File: src/rtl/rx_byte_unstriping.sv
// -----------------------------------------------------------------------------
// rx_byte_unstriping
//
// Receive-side byte unstriper. Four 8-bit lanes arrive with independent
// byte-valid strobes and possibly different skews. Each lane has its own
// deskew FIFO. A lane starts filling its FIFO when it first sees the COM
// symbol (the lane "locks"). Once all four FIFO heads show COM, the block
// is ALIGNED. From then on it pops one byte from every lane at a time and
// re-serialises them as lane 0,1,2,3 on successive clocks.
//
// Optional feature (macro RX_STRIP_SKP_EN):
//   defined   - serialiser slots carrying SKP_SYM are emitted with
//               rx_ValidS=0; slot timing is unchanged.
//   undefined - SKP_SYM is passed through like any other byte.
//
// Parameters:
//   DESKEW_DEPTH  entries per lane FIFO (power of two, >= 2)
//   COM_SYM       alignment symbol (K28.5)
//   SKP_SYM       skip symbol (K28.0)
//
// Ports:
//   clk            rising-edge clock
//   rst            asynchronous reset, active-high
//   enb            global enable; low freezes all state and drops lane input
//   rx_lane0..3    lane bytes
//   rx_lane_valid  per-lane byte-valid strobe (bit n for lane n)
//   rx_DataS       re-serialised byte
//   rx_ValidS      rx_DataS valid
//   aligned        high while in ALIGNED
//   deskew_err     one-cycle pulse when a lane FIFO overflows
// -----------------------------------------------------------------------------
module rx_byte_unstriping #(
  parameter int unsigned DESKEW_DEPTH = 4,
  parameter logic [7:0]  COM_SYM      = 8'hBC,
  parameter logic [7:0]  SKP_SYM      = 8'h1C
) (
  input  logic       clk,
  input  logic       rst,
  input  logic       enb,
  input  logic [7:0] rx_lane0,
  input  logic [7:0] rx_lane1,
  input  logic [7:0] rx_lane2,
  input  logic [7:0] rx_lane3,
  input  logic [3:0] rx_lane_valid,
  output logic [7:0] rx_DataS,
  output logic       rx_ValidS,
  output logic       aligned,
  output logic       deskew_err
);

  // Address bits index the storage; the extra pointer MSB tells a full
  // FIFO (MSBs differ, low bits equal) from an empty one (all bits equal).
  localparam int unsigned AW = $clog2(DESKEW_DEPTH);
  localparam int unsigned PW = AW + 1;

`ifdef RX_STRIP_SKP_EN
  localparam bit SKP_STRIP = 1'b1;
`else
  localparam bit SKP_STRIP = 1'b0;
`endif

  typedef enum logic {
    SEARCH  = 1'b0,
    ALIGNED = 1'b1
  } state_t;

  state_t        state;

  logic [7:0]    lane_byte [4];
  logic [7:0]    fifo_mem  [4][DESKEW_DEPTH];
  logic [PW-1:0] wr_ptr    [4];
  logic [PW-1:0] rd_ptr    [4];
  logic [3:0]    lock;

  // Serialiser: the hold register keeps the popped group, slot is the lane
  // index currently shown on rx_DataS, busy marks a group in flight.
  logic [7:0]    hold      [4];
  logic [1:0]    slot;
  logic          busy;

  logic [7:0]    fifo_head [4];
  logic [3:0]    fifo_empty;
  logic [3:0]    fifo_full;
  logic [3:0]    head_com;
  logic [3:0]    lane_wr;
  logic          pop;
  logic          overflow;
  logic          go_aligned;

  assign lane_byte[0] = rx_lane0;
  assign lane_byte[1] = rx_lane1;
  assign lane_byte[2] = rx_lane2;
  assign lane_byte[3] = rx_lane3;

  // A serialiser slot is flagged valid unless SKP stripping is built in
  // and the slot carries the skip symbol.
  function automatic logic slot_valid(input logic [7:0] b);
    return !(SKP_STRIP && (b == SKP_SYM));
  endfunction

  always_comb begin
    fifo_empty = '0;
    fifo_full  = '0;
    head_com   = '0;
    lane_wr    = '0;
    for (int n = 0; n < 4; n++) begin
      fifo_head[n]  = fifo_mem[n][rd_ptr[n][AW-1:0]];
      fifo_empty[n] = (wr_ptr[n] == rd_ptr[n]);
      fifo_full[n]  = (wr_ptr[n][AW] != rd_ptr[n][AW]) &&
                      (wr_ptr[n][AW-1:0] == rd_ptr[n][AW-1:0]);
      head_com[n]   = !fifo_empty[n] && (fifo_head[n] == COM_SYM);
      // In SEARCH an unlocked lane only accepts the COM that locks it.
      lane_wr[n]    = enb && rx_lane_valid[n] &&
                      ((state == ALIGNED) || lock[n] || (lane_byte[n] == COM_SYM));
    end

    // Pop a whole group when the serialiser is idle or showing its last
    // slot, so consecutive groups stream without a bubble.
    pop        = enb && (state == ALIGNED) && (!busy || (slot == 2'd3)) &&
                 (fifo_empty == 4'b0000);

    // Pops are common to all lanes, so a same-cycle pop frees room on
    // every full FIFO being written.
    overflow   = (|(lane_wr & fifo_full)) && !pop;

    go_aligned = enb && (state == SEARCH) && (lock == 4'hF) && (head_com == 4'hF);
  end

  // FIFO storage has no reset; emptiness is tracked by the pointers alone.
  always_ff @(posedge clk) begin
    for (int n = 0; n < 4; n++) begin
      if (lane_wr[n]) begin
        fifo_mem[n][wr_ptr[n][AW-1:0]] <= lane_byte[n];
      end
    end
  end

  always_ff @(posedge clk or posedge rst) begin
    if (rst) begin
      state      <= SEARCH;
      lock       <= '0;
      slot       <= '0;
      busy       <= 1'b0;
      rx_DataS   <= '0;
      rx_ValidS  <= 1'b0;
      aligned    <= 1'b0;
      deskew_err <= 1'b0;
      for (int n = 0; n < 4; n++) begin
        wr_ptr[n] <= '0;
        rd_ptr[n] <= '0;
        hold[n]   <= '0;
      end
    end else if (!enb) begin
      rx_ValidS  <= 1'b0;
      deskew_err <= 1'b0;
    end else if (overflow) begin
      // Flush everything and start the alignment search again; whatever
      // was left in the hold register is abandoned.
      state      <= SEARCH;
      lock       <= '0;
      slot       <= '0;
      busy       <= 1'b0;
      rx_ValidS  <= 1'b0;
      aligned    <= 1'b0;
      deskew_err <= 1'b1;
      for (int n = 0; n < 4; n++) begin
        wr_ptr[n] <= '0;
        rd_ptr[n] <= '0;
      end
    end else begin
      deskew_err <= 1'b0;

      for (int n = 0; n < 4; n++) begin
        if (lane_wr[n]) begin
          wr_ptr[n] <= wr_ptr[n] + PW'(1);
          lock[n]   <= 1'b1;
        end
        if (pop) begin
          rd_ptr[n] <= rd_ptr[n] + PW'(1);
        end
      end

      if (go_aligned) begin
        state   <= ALIGNED;
        aligned <= 1'b1;
      end

      // Lane 0 goes straight from the FIFO head to the output so it
      // appears one cycle after the pop; lanes 1..3 follow from hold.
      if (pop) begin
        hold      <= fifo_head;
        slot      <= 2'd0;
        busy      <= 1'b1;
        rx_DataS  <= fifo_head[0];
        rx_ValidS <= slot_valid(fifo_head[0]);
      end else if (busy && (slot != 2'd3)) begin
        slot      <= slot + 2'd1;
        rx_DataS  <= hold[slot + 2'd1];
        rx_ValidS <= slot_valid(hold[slot + 2'd1]);
      end else begin
        busy      <= 1'b0;
        rx_ValidS <= 1'b0;
      end
    end
  end

endmodule

File: config.mk
export PLATFORM = sky130hd
export DESIGN_NAME = rx_byte_unstriping
export DESIGN_NICKNAME = d
export VERILOG_FILES = /design/src/rtl/rx_byte_unstriping.sv
export SDC_FILE = /design/constraint.sdc
export NUM_CORES = 1
export LEC_CHECK = 0
export CAP_MARGIN = 20
export CORE_AREA = 2 2 151 153
export CTS_CLUSTER_SIZE = 12
export DETAILED_ROUTE_END_ITERATION = 6
export DIE_AREA = 0 0 153 155
export GPL_ROUTABILITY_DRIVEN = 0
export MAX_ROUTING_LAYER = met4
export PLACE_DENSITY = 0.64
export SETUP_SLACK_MARGIN = 0.1
export SYNTH_ARGS = -nofsm -noshare
export SYNTH_HDL_FRONTEND = slang
export SYNTH_SLANG_ARGS = --single-unit
File: constraint.sdc
create_clock -name clk -period 3.21 [get_ports clk]
set_input_delay 0.963 -clock clk [delete_from_list [all_inputs] [get_ports clk]]
set_output_delay 0.963 -clock clk [all_outputs]
set_load 0.02 [all_outputs]
Word-level counts from Yosys, hierarchy flattened
Memories as Yosys holds them, arrays and structs flattened.
Cells that the tools add are included.
- add/sub/neg operators: 9
- multiply operators: 0
- div/mod/pow operators: 0
- $lt $le $gt $ge: 13
- equality and inequality tests: 25
- shifts and indexed selects: 0
- muxes and demuxes: 62
- bitwise logic cells: 12
- reductions and logical operators: 63
- operators by type and width (kind ; count):
    32-bit 2-to-1 mux ; 4
    8-bit 2-to-1 mux ; 16
    8-bit binary-select mux with 2-bit select ; 5
    8-bit demux with 2-bit select ; 4
    8-bit equality test (second input constant) ; 8
    1-bit logical AND ; 28
    3-bit greater-or-equal comparator (second input constant) ; 9
    2-bit NOT with 3-bit output ; 9
    3-bit by 1-bit adder with 3-bit output (second input constant) ; 8
    12-bit 2-to-1 mux ; 2
    3-bit 2-to-1 mux ; 8
    1-bit 2-to-1 mux ; 19
    2-bit AND reduction ; 8
    2-bit nonzero test ; 7
    3-bit equality test ; 4
    3-bit by 1-bit < comparator with 1-bit output (second input constant) ; 4
    1-bit logical OR ; 9
    2-bit equality test ; 4
    4-bit equality test (second input constant) ; 2
    1-bit zero test ; 6
    2-bit 2-to-1 mux ; 3
    3-bit AND reduction ; 2
    4-bit bitwise AND ; 1
    4-bit zero test ; 1
    other kinds (9) ; 13
- bits in registers: 74
- bits in latches: 0
- RAM bits: 128
- ROM bits: 0
- logic and storage cells: 207
- memories kept: 1
- memories (memory ; words ; width ; read ports ; clocked after Yosys merged registers in ; write ports ; line ; RTL):
    fifo_mem ; 4 ; 32 ; 4 ; 0 ; 4 ; 70 ; logic [7:0] fifo_mem [4][DESKEW_DEPTH];

Depth between registers and ports, before layout
- depth in word-level cells: 10
- mapped depth: 9
- gate-level depth less buffers: 6

Worst setup path before layout
Ideal clock, no wire load.
- path kind: in2reg
- from: in rx_lane2[6]
- to: reg rx_DataS[0]
- setup time: 0.125 ns
- data arrival time: 2.463 ns
- required time: 3.085 ns
- setup slack: 0.622 ns
- cell stages on the path: 7
- cells stage by stage: nand4b_1 > o41ai_1 > nand4_1 > nand4_1 > a21o_1 > buf_2 > mux2_2
- longest elaborated chain between the ends: 8
- RTL lines (what ; line ; RTL):
    start, declared ; 42 ; input logic [7:0] rx_lane2,
    8-bit equality test ; 114 ; ((state == ALIGNED) || lock[n] || (lane_byte[n] == COM_SYM));
    1-bit logical OR ; 114 ;
    1-bit logical AND ; 113 ; lane_wr[n] = enb && rx_lane_valid[n] &&
    4-bit bitwise AND ; 124 ; overflow = (|(lane_wr & fifo_full)) && !pop;
    4-bit OR reduction ; 124 ;
    1-bit logical AND ; 124 ;
    1-bit NOT (no line) ; -- ;
    3-bit AND reduction (no line) ; -- ;
    end signal, assigned ; 194 ; rx_DataS <= fifo_head[0];
    end signal, assigned ; 198 ; rx_DataS <= hold[slot + 2'd1];
    end, declared ; 45 ; output logic [7:0] rx_DataS,
Every way passes these cells.
A chain may end at the register's enable or synchronous reset.

==> summary.md <==
| Metric | Value |
|---|---|
| Mapped Nets | `624` |
| Worst Setup End Kind | `output port` |
| Core Region | `22230 µm²` |
| Row Count | `55` |
| Total die area | `23720 µm²` |
| Ratio of cells with drive above 1 in the final layout | `22.41%` |
| Post-synth EDFFs | `128` |
| Final Cell Area | `10720 µm²` |
| Critical path's top delay family | `buffers and inverters` |
| Kind of critical path | `reg2out` |
| Unrepaired setup endpoints after global routing | `false` |
| Post-Synth XOR/XNOR Area | `2.099%` |
| Largest family of logic cells by synthesized area | `multiplexers` |
| Final worst slack | `0.4272 ns` |
| WP data required | `2.25 ns` |
| TritonCTS buffer count | `22` |
| Vias/cell | `5.020` |
| Gr usage total | `16.00%` |
| Outcome | `completed` |
| Syn Inst Count | `564` |
| IO Port Bufs | `49` |
| CTS Hold Buffers Added | `0` |
| Routed vias | `4925` |
| Post-CTS sizing | `0` |
| Initial DRC count | `310` |
| P_leak | `0.004298 µW` |
| CTS H-tree lvls | `1` |
| ANT cells | `0` |
| Max-cap check violation count | `0` |
| Post-Synth Adder-Cell Area | `3.019%` |
| Crit-path slowest cell | `clkdlybuf4s50_1` |
| Worst-path fanout max | `8` |
| Initial Utilization | `39.16%` |
| Final worst-path cycle share | `86.69%` |
| Wirelength per Cell | `18.37 µm` |
| Storage cell area | `5695 µm²` |
| Die Height | `155 µm` |
| Final Max Tran Viols | `0` |
| Mean area per synthesized cell | `15.43 µm²` |
| Maximum VDD drop | `0.3526 mV` |
| Primary FF master, synth | `edfxtp_1` |
| Drc violations | `0` |
| Critical Path Start Type | `register` |
| PD cells | `602.9 nW/µm²` |
| Initial antenna violation count | `0` |
| CP arrival | `1.82 ns` |
| Period minus WS final | `2.783 ns` |
| Worst-path cell chain | `clkdlybuf4s50_1` |
| Multiplexer area fraction after synthesis | `15.05%` |
| Max incr delay on CP | `0.69 ns` |
| DP Worst Slack | `-0.05441 ns` |
| Post-synth top cells | `edfxtp_1, nand2_1, dfrtp_1, nor2_1, mux4_2` |
| CTS Root Cell | `clkbuf_16` |
| Layout net count | `740` |
| Detail Route Antenna Nets | `0` |
| Async set-reset flop share out of synthesis | `36.63%` |
| Layout area overhead | `23.20%` |
| Leading area contributor after synthesis | `edfxtp_1` |
| Clock tree buffer depth | `3` |
| Synth area leaders | `edfxtp_1, dfrtp_1, mux4_2` |
| Layout fillers | `1881` |
| Final hold vios | `0` |
| Slew @ Worst Pin | `0.6048 ns` |
| Relative slew slack | `59.68%` |
| Mapped cell area | `8703 µm²` |
| Clock Skew | `0.01135 ns` |
| Footprint of the multi-input gates | `2808 µm²` |
| Clock Pin Slew Worst Setup and Hold Paths | `0.06 ns` |
| Number of primary I/O pins | `50` |
| Global-route wire length before repair | `28780 µm` |
| Initial DRT Pass Iterations | `4` |
| Post-Route WL | `18030 µm` |
| Max Freq | `359.3 MHz` |
| Width of the die | `153 µm` |
| Final setup fails | `0` |
| Placed cell area | `10060 µm²` |
| YS warnings | `0` |
| CTS tree | `done` |
| Skew-Pair Late Insertion Delay | `0.50 ns` |
| CTS sink cnt | `202` |
| Post-synthesis sequential area ratio | `65.44%` |
| Worst hold path class | `reg2reg` |
| CP Buf/Inv Count | `1` |
| Compound-cell area share of the yosys netlist | `1.826%` |
| Area fraction of the dominant cell type after synthesis | `44.16%` |
| Dpl hpwl | `13020 µm` |
| Synth unique cells | `41` |
| Most common cell in the synthesized netlist | `edfxtp_1` |
| Largest net degree at the start of global routing | `75` |
| FF+latch count, synth | `202` |
| Post-CTS setup buffers | `0` |
| Number of global-route vias before repair | `5196` |
| Simple-Gate Fraction of Synth Area | `10.24%` |
| GRT overflow | `0` |
sequential cells by signal (all words and copies together) (netlist names):
register    cells
state           1
busy            1
wr_ptr         12
deskew_err      1
rx_DataS        8
rd_ptr         12
hold           32
lock            4
fifo_mem      128
slot            2
rx_ValidS       1
layout make-up:
cell class,count,share of cell area (%)
inverters,10,0.3501
clock buffers,34,5.939
repair buffers,120,10.83
flip-flops and latches,202,53.12
multi-input cells,324,26.18
clock inverters,6,0.2567
well taps,285,3.326
stage by stage:
stage               std cells  util, %  power, µW  hold WS, ns  setup TNS (ns)
floorplan                 564        -       3736       0.4403               0
global placement          941    45.25       4161       0.4536         -0.2999
detailed placement        941    45.25       4207       0.4617         -0.3876
CTS                       981    48.24       6535       0.4760               0
global route              981    48.24       6766       0.5011               0
finish                    981    48.24       6464       0.4802               0
layer usage:
metal	share of wire, %	vias to the layer above	track usage, %
met3	3.3	24	2.033
met5	0	-	-
li1	-	2314	-
met4	1.6	0	4.056
met1	44	2495	20.55
met2	51	92	27.29
report_power, final:
part	leakage, µW	internal [µW]	switching, µW
Clock	0.000327	1360	960
Combinational	0.00181	454	503
Sequential	0.00216	3030	157
Total	0.00430	4840	1620
worst reg2reg max path: stages (launching register included):
cell,delay [ns]
dfrtp_1,0.50
xnor2_1,0.19
and3_1,0.26
a2111oi_4,0.42
nor2b_2,0.33
mux2_2,0.36
mux2_2,0.25
cells in the final DEF (no fill, tap or decap), drive strengths merged, types with 4 or more instances in the layout:
cell type and n:
nor3 4, inv 10, edfxtp 128, ha 21, nor2 34, xnor2 13
buf 71, clkdlybuf4s50 49, clkbuf 34, and2 19, mux2i 12, a22o 4
xor2 7, nor2b 4, clkinv 6, mux4 40, nand2 107, nand4 10
o41ai 4, dfrtp 74, mux2 20, nand4b 5
logic make-up (layout without fill, tap and decap cells):
group | after synthesis | in the layout
buffers and inverters | 38 | 170
xor gates and xnor gates | 20 | 20
AOI/OAI and AO/OA | 17 | 17
and+or+nand+nor | 194 | 194
muxes | 72 | 72
DFF | 202 | 202
adders and majority gates | 21 | 21
worst paths after layout:
path | from | to | slack, ns | depth (start not counted)
hold / removal | hold[22] | hold[22] | 0.48 | 2
setup / recovery | state | aligned | 0.43 | 1
min in group asynchronous | rst | hold[2] | 0.87 | 3
setup reg to reg | rd_ptr[9] | rx_DataS[5] | 0.78 | 6
max in group asynchronous | rst | wr_ptr[7] | 2.03 | 3
hold reg to reg | hold[22] | hold[22] | 0.48 | 2
Note: power is estimated with default switching activity, not from simulation.
